$ cat src/rtl/cordic_req_arbiter.sv
`default_nettype none
// ============================================================================
// Module      : cordic_req_arbiter
// Description : Round-robin front end that shares one CORDIC sin/cos engine
//               between N_REQ requesters, with a hang watchdog.
// Revision    : 1.0  initial release
// ============================================================================
module cordic_req_arbiter #(
    parameter int N_REQ       = 2,
    parameter int TIMEOUT_CYC = 64
) (
    input  logic                clk,
    input  logic                reset,
    input  logic                clk_en,
    input  logic [N_REQ-1:0]    req_valid,
    input  logic [N_REQ-1:0]    req_cos,
    input  logic [32*N_REQ-1:0] req_data,
    output logic [N_REQ-1:0]    req_ready,
    output logic [N_REQ-1:0]    rsp_valid,
    output logic [31:0]         rsp_result,
    output logic                rsp_invalid,
    output logic                rsp_timeout,
    output logic                busy,
    output logic [31:0]         eng_dataa,
    output logic                eng_cos,
    output logic                eng_start,
    input  logic                eng_done,
    input  logic [31:0]         eng_result,
    input  logic                eng_invalid
);

    localparam int PTR_W = $clog2(N_REQ);
    localparam int WD_W  = $clog2(TIMEOUT_CYC);

    localparam logic [WD_W-1:0]  c_wd_last  = WD_W'(TIMEOUT_CYC - 1);
    localparam logic [PTR_W-1:0] c_ptr_last = PTR_W'(N_REQ - 1);
    localparam logic [PTR_W:0]   c_n_req    = (PTR_W+1)'(N_REQ);
    localparam logic [N_REQ-1:0] c_one      = N_REQ'(1);
    localparam logic [31:0]      c_qnan     = 32'h7FC0_0000;

    typedef enum logic [1:0] {
        S_IDLE  = 2'd0,
        S_ISSUE = 2'd1,
        S_WAIT  = 2'd2,
        S_RESP  = 2'd3
    } state_t;

    state_t             r_state;
    state_t             w_state_nxt;
    logic [PTR_W-1:0]   r_ptr;
    logic [PTR_W-1:0]   r_gnt;
    logic [31:0]        r_dataa;
    logic               r_cos;
    logic [WD_W-1:0]    r_wd;

    logic               w_any;
    logic [PTR_W-1:0]   w_grant;
    logic [PTR_W:0]     w_idx;
    logic [N_REQ-1:0]   w_gnt_oh;

    // Round-robin pick: first pending requester at or above r_ptr, wrapping.
    always_comb begin
        w_any   = 1'b0;
        w_grant = r_ptr;
        w_idx   = '0;
        for (int k = 0; k < N_REQ; k++) begin
            w_idx = {1'b0, r_ptr} + (PTR_W+1)'(k);
            if (w_idx >= c_n_req) begin
                w_idx = w_idx - c_n_req;
            end
            if (!w_any && req_valid[w_idx[PTR_W-1:0]]) begin
                w_any   = 1'b1;
                w_grant = w_idx[PTR_W-1:0];
            end
        end
    end

    assign w_gnt_oh = c_one << r_gnt;

    always_ff @(posedge clk) begin
        if (reset) begin
            r_state <= S_IDLE;
        end else if (clk_en) begin
            r_state <= w_state_nxt;
        end
    end

    // Pulses decode from the state, so a frozen FSM also freezes them.
    always_comb begin
        w_state_nxt = r_state;
        req_ready   = '0;
        rsp_valid   = '0;
        eng_start   = 1'b0;
        busy        = (r_state != S_IDLE);
        case (r_state)
            S_IDLE: begin
                if (w_any) begin
                    w_state_nxt = S_ISSUE;
                end
            end
            S_ISSUE: begin
                req_ready = w_gnt_oh;
                if (eng_invalid) begin
                    w_state_nxt = S_RESP;
                end else begin
                    eng_start   = 1'b1;
                    w_state_nxt = S_WAIT;
                end
            end
            S_WAIT: begin
                if (eng_done || (r_wd == c_wd_last)) begin
                    w_state_nxt = S_RESP;
                end
            end
            S_RESP: begin
                rsp_valid   = w_gnt_oh;
                w_state_nxt = S_IDLE;
            end
            default: begin
                w_state_nxt = S_IDLE;
            end
        endcase
    end

    always_ff @(posedge clk) begin
        if (reset) begin
            r_ptr       <= '0;
            r_gnt       <= '0;
            r_dataa     <= '0;
            r_cos       <= 1'b0;
            r_wd        <= '0;
            rsp_result  <= '0;
            rsp_invalid <= 1'b0;
            rsp_timeout <= 1'b0;
        end else if (clk_en) begin
            case (r_state)
                S_IDLE: begin
                    if (w_any) begin
                        r_gnt   <= w_grant;
                        r_dataa <= req_data[32*w_grant +: 32];
                        r_cos   <= req_cos[w_grant];
                        r_ptr   <= (w_grant == c_ptr_last) ? '0 : w_grant + 1'b1;
                    end
                end
                S_ISSUE: begin
                    if (eng_invalid) begin
                        rsp_result  <= c_qnan;
                        rsp_invalid <= 1'b1;
                        rsp_timeout <= 1'b0;
                    end else begin
                        r_wd <= '0;
                    end
                end
                S_WAIT: begin
                    r_wd <= r_wd + 1'b1;
                    // A completion in the expiry cycle still delivers the real result.
                    if (eng_done) begin
                        rsp_result  <= eng_result;
                        rsp_invalid <= 1'b0;
                        rsp_timeout <= 1'b0;
                    end else if (r_wd == c_wd_last) begin
                        rsp_result  <= '0;
                        rsp_invalid <= 1'b0;
                        rsp_timeout <= 1'b1;
                    end
                end
                default: begin
                end
            endcase
        end
    end

    assign eng_dataa = r_dataa;
    assign eng_cos   = r_cos;

endmodule
`default_nettype wire

$ cat config.mk
export PLATFORM = sky130hd
export DESIGN_NAME = cordic_req_arbiter
export DESIGN_NICKNAME = d
export VERILOG_FILES = /design/src/rtl/cordic_req_arbiter.sv
export SDC_FILE = /design/constraint.sdc
export NUM_CORES = 1
export LEC_CHECK = 0
export CORE_ASPECT_RATIO = 0.7
export CORE_UTILIZATION = 43
export DETAILED_ROUTE_END_ITERATION = 10
export PLACE_DENSITY = 0.86
export SETUP_SLACK_MARGIN = 0.2
export SLEW_MARGIN = 20
export SYNTH_ARGS = -nofsm -noshare
export SYNTH_HDL_FRONTEND = slang
export SYNTH_SLANG_ARGS = --single-unit
$ cat constraint.sdc
create_clock -name clk -period 3 [get_ports clk]
set_clock_uncertainty 0.1 [all_clocks]
set_input_delay 0.45 -clock clk [delete_from_list [all_inputs] [get_ports clk]]
set_output_delay 0.45 -clock clk [all_outputs]
set_load 0.02 [all_outputs]
## Word-level counts from Yosys, hierarchy flattened

Index checks and enable logic that the tools add are counted.

- Eq/ne operators: 9
- $add $sub $neg: 5
- Shift operators: 2
- Reductions and logical operators: 10
- Muxes and demuxes: 35
- $lt $le $gt $ge: 5

Operators by type and width:

| operator | number |
|---|---|
| 2-to-1 mux 32 bit | 3 |
| case mux 32 bit (2 select lines) | 1 |
| indexed part select 64 x 7 -> 32 bit | 1 |
| 2-to-1 mux 1 bit | 22 |
| case mux 6 bit (2 select lines) | 1 |
| AND reduction 3 bit | 3 |
| 2-to-1 mux 2 bit | 4 |
| inequality test 2 bit, second input constant | 4 |
| case mux 2 bit (4 select lines) | 1 |
| adder 6 x 1 -> 6 bit, second input constant | 1 |
| == test 6 bit, second input constant | 1 |
| < comparator 1 x 2 -> 1 bit, second input constant | 3 |
| 2-to-1 mux 6 bit | 1 |
| == test 2 bit, second input constant | 2 |
| case mux 1 bit (2 select lines) | 2 |
| AND reduction 4 bit | 1 |
| nonzero test 2 bit | 2 |
| inequality test 3 bit, second input constant | 1 |
| adder 1 x 1 -> 2 bit, second input constant | 1 |
| == test 2 x 1 -> 1 bit, second input constant | 1 |
| >= comparator 1 x 2 -> 1 bit, second input constant | 1 |
| >= comparator 2 bit, second input constant | 1 |
| logical NOT 2 bit | 1 |
| << shifter 1 x 1 -> 2 bit, first input constant | 1 |
| 5 further kinds | 6 |

- Bits of input ports: 105
- Output and inout bits: 73
- Word-level logic and storage cells: 75
- Flip-flop bits (word level): 77

## Depth between registers and ports, before layout

- Depth after elaboration: 10
- Depth in mapped cells: 10
- Depth with buffers taken out: 6

## Least setup slack after synthesis

No wires, ideal clock.

- Kind: register -> register
- Start: reg r_state[1]
- End: reg rsp_result[22]
- Data required time: 2.812 ns
- Setup time: 0.088 ns
- Arrival: 1.797 ns
- Stages on the path, launching flop included: 11
- Buffers on the path: 4
- Clock period less this slack: 1.985 ns
- Slack: 1.015 ns
- Cells stage by stage: dfxtp_1 > inv_1 > ha_1 > and2_4 > buf_6 > o21a_1 > buf_6 > and2_4 > buf_6 > buf_6 > a311oi_2

- Word-level cells in the longest chain between the ends: 3
- Elaborated cells between the ends (all ways): 7
- Those cells by class: 4 x eq/ne; 1 x mux; 2 x reduce/logical

Ends and longest elaborated chain:

| item | RTL line | source |
|---|---|---|
| start: declaration | 48 | `state_t r_state;` |
| start signal: assignment | 84 | `r_state <= w_state_nxt;` |
| == test 2 bit / == test 2 x 1 -> 1 bit (equally long branches) | 136 | `case (r_state)` |
| inequality test 3 bit (no source line), or another cell as far along | - |  |
| AND reduction 4 bit (no source line) | - |  |
| end signal: assignment | 147 | `rsp_result <= c_qnan;` |
| end signal: assignment | 158 | `rsp_result <= eng_result;` |
| end: declaration | 20 | `output logic [31:0] rsp_result,` |

Several ways; a longest one is shown, not always the timed one.
A chain may end at the register's enable or synchronous reset.

## Worst setup path after layout

- Start: reg r_state[1]
- End: out eng_start

- Word-level cells in the longest chain between the ends: 2

Ends and longest elaborated chain:

| item | RTL line | source |
|---|---|---|
| == test 2 x 1 -> 1 bit | 95 | `case (r_state)` |
| 2-to-1 mux 1 bit | 95 |  |
| end: declaration | 26 | `output logic eng_start,` |

No other way between the ends.

==> qor.csv <==
stage,metric,value,unit
status,outcome,"complete, no violations",
cts,clk slew on worst S/H paths,0.06,ns
sta,"Hold Vio Cnt, Final",0,
run,max-cap violations,0,
drt,number of remaining DRC errors,0,
floorplan,Die X,109.1,um
drt,Vias,3407,
place,Placer Congestion,0.7743,
cts,H-tree levels,3,
cts,Skew-Pair Late Insertion Delay,0.32,ns
grt,Overflow after GRT,0,
yosys,Syn Nets,486,
cts,TritonCTS clock tree,done,
yosys,Syn Inst Count,376,
finish,ant diodes,0,
setup_path,RR Startpoint,r_wd[0],
finish,fraction of layout cells with a size suffix above 1,0.06642,
sta,total negative setup slack,0,ns
setup_path,required time of the critical path,2.45,ns
cts,clk buf depth,2,
setup_path,Startpoint Class,flop,
floorplan,DIE HEIGHT,76.98,um
sta,Tmin final,2.381,ns
power,leak pwr,1.981,nW
drt,WL final,10.34,mm
yosys,"EDFF count, synth",0,
yosys,Synth async-reset ratio,0,
floorplan,Core Area,7547,um2
drt,Iter 0 DRT Violations,164,
finish,FILL cells,602,
cts,clk sinks,77,
grt,initial antenna violation count,0,
sta,Final WS setup,0.6193,ns
drt,WL per Instance,16.16,um
floorplan,Ports,178,
place,hpwl dp,7.490,mm
worst_hold_path,Hold Crit Start,rsp_result[9],
worst_hold_path,Min-Delay Path Depth,2,
place,pre-CTS setup slack,0.4758,ns
floorplan,Starting Density,0.4576,
yosys,most used flip-flop cell after synthesis,dfxtp_1,
sta,RSZ-0062 raised after global routing,no,
power,power density cells,527.9,nW/um2
setup_path,critical path peak fanout,6,
grt,number of global-route vias before repair,3357,
drt,antenna-violating nets left,0,
cts,clock root buffer,clkbuf_16,
place,Port-buffer cells,177,
cts,Hold Buf Count CTS,0,
grt,first-pass GRT wire length,16.45,mm
yosys,Ys Warns,0,
setup_path,Setup CP Type,reg2out,
yosys,Synth Register Bits,77,
floorplan,row count,26,
drt,DR pass1 iterations,4,
floorplan,DIE AREA,8399,um2
sta,Final Cycle Share,0.7936,
setup_path,crit path DAT,1.83,ns
yosys,distinct cell type count after synthesis,36,
power,maximum vdd drop,0.3591,mV
sta,endpoints failing setup,0,
grt,GRT Total Usage,0.2523,
cts,post-CTS sizing,0,
yosys,cell area after synthesis,3453,um2
yosys,syn_area_per_cell,9.184,um2
drt,vias per cell,5.323,
sta,max-slew violations,0,
worst_hold_path,Worst Hold End,rsp_result[9],
sta,Fmax achieved,420.0,MHz
setup_path,R2R depth,5,
cts,CTS Buf Count,9,
sta,worst slew pin tran,1.049,ns
finish,Synth-to-Final Area Change,60.62,%
cts,Post-CTS Setup Bufs,0,
setup_path,"reg-to-reg slack, setup",0.72,ns
finish,Nets,647,
worst_hold_path,Hold Path Class,reg2reg,
yosys,sequential share of the synthesized area,0.4464,
grt,largest net degree at the start of global routing,49,
setup_path,worst r2r dst,rsp_result[4],
setup_path,crit end category,output pin,
sta,Slew headroom,0.3006,
[area by class of cell]
class / count / area [um2] / area share
Clock buffer: 10 / 229.0 / 0.04128
Clock inverter: 6 / 63.81 / 0.01150
Inverter: 5 / 18.77 / 0.003384
Multi-Input combinational cell: 259 / 1732 / 0.3122
Sequential cell: 77 / 1541 / 0.2779
Tap cell: 98 / 122.6 / 0.02211
Timing Repair Buffer: 185 / 1839 / 0.3316
[worst max-delay path, cell delays in order (launching register included)]
cell             delay (ns)
dfxtp_1                0.35
inv_1                  0.10
ha_1                   0.24
nor2b_1                0.19
clkdlybuf4s50_1        0.63
[layout by cell type (no fill, tap or decap), types with 2 or more instances in the layout]
cell type        Yosys  layout
nor3_1               2       2
nor2_1              45      44
mux2i_1             35      35
inv_1                5       5
buf_4                0       7
and2_4               2       2
clkinvlp_4           0       2
o21ai_0             26      26
a21oi_1             11      11
nand4_1             23      23
ha_1                 5       5
nand3_1              3       3
a211oi_1            34      34
xnor2_1              5       5
and2_1               2       2
clkbuf_16            0       9
nor2b_1              3       3
dfxtp_1             77      77
a311oi_2             5       5
clkdlybuf4s50_1      0     176
a311oi_1             4       4
nand2_1             15      15
clkinv_2             0       2
nand2b_1            27      27
[registers in the layout (all words and copies together), names as in the netlist]
name / cells
rsp_invalid: 1
rsp_result: 32
r_gnt: 1
eng_dataa: 32
rsp_timeout: 1
r_wd: 6
eng_cos: 1
r_ptr: 1
r_state: 2
[per-layer routing]
layer | wire [um] | vias up | global-route usage
met5 | 0 | - | 0
met4 | 118 | 0 | 0.08243
met3 | 582 | 10 | 0.05697
met2 | 5141 | 112 | 0.4321
met1 | 4500 | 1622 | 0.3094
li1 | - | 1663 | -
[through the flow]
step | std cells | hold WS (ns) | power [mW] | utilization | cell area [um2]
after global routing | 640 | 0.4023 | 3.060 | 0.7349 | 5547
after floorplan | 376 | 0.3709 | 1.546 | - | 3453
after CTS | 640 | 0.3813 | 2.953 | 0.7349 | 5547
final | 640 | 0.3786 | 2.928 | 0.7349 | 5547
after detailed placement | 624 | 0.3733 | 1.893 | 0.6961 | 5254
after global placement | 624 | 0.3599 | 1.870 | 0.6961 | 5254
[cells in the mapped netlist, types with 3 or more instances]
library cell   n  share of area
dfxtp_1       77           0.45
nor2_1        45          0.049
mux2i_1       35           0.10
a211oi_1      34          0.074
nand2b_1      27          0.049
o21ai_0       26          0.038
clkbuf_1      23          0.025
nand4_1       23          0.042
nand2_1       15          0.016
a21oi_1       11          0.016
a311oi_2       5          0.022
buf_2          5         0.0072
ha_1           5          0.018
inv_1          5         0.0054
xnor2_1        5          0.013
a311oi_1       4          0.010
buf_6          4          0.013
nand3_1        3         0.0043
nor2b_1        3         0.0054
[power breakdown]
| part | total [mW] | switching [mW] | internal, mW |
|---|---|---|---|
| registers | 1.14 | 0.0441 | 1.10 |
| logic | 0.728 | 0.355 | 0.374 |
| clock network | 1.06 | 0.414 | 0.642 |
[how the worst max path moves through the flow]
stage	startpoint	to	slack (ns)	cells after the start
final	r_state[1]	eng_start	0.62	4
after global routing	r_state[1]	eng_start	0.48	4
after CTS	r_state[1]	eng_start	0.60	4
after detailed placement	req_valid[0]	eng_dataa[0]	0.48	5
after global placement	req_valid[0]	eng_dataa[13]	0.57	5
after floorplan	r_state[1]	rsp_result[22]	1.01	10
[logic make-up (layout without fill, tap and decap cells)]
kind of cell	Yosys count	in the layout	synth area share
XOR/XNOR	5	5	0.01268
AO/OA/AOI/OAI	86	86	0.1761
flip-flops	77	77	0.4464
AND/OR/NAND/NOR	127	127	0.1877
adder cells (fa/ha/maj)	6	6	0.02101
buffers and inverters	40	206	0.05471
multiplexers	35	35	0.1015
No activity file was read; power rests on OpenSTA's default activity.
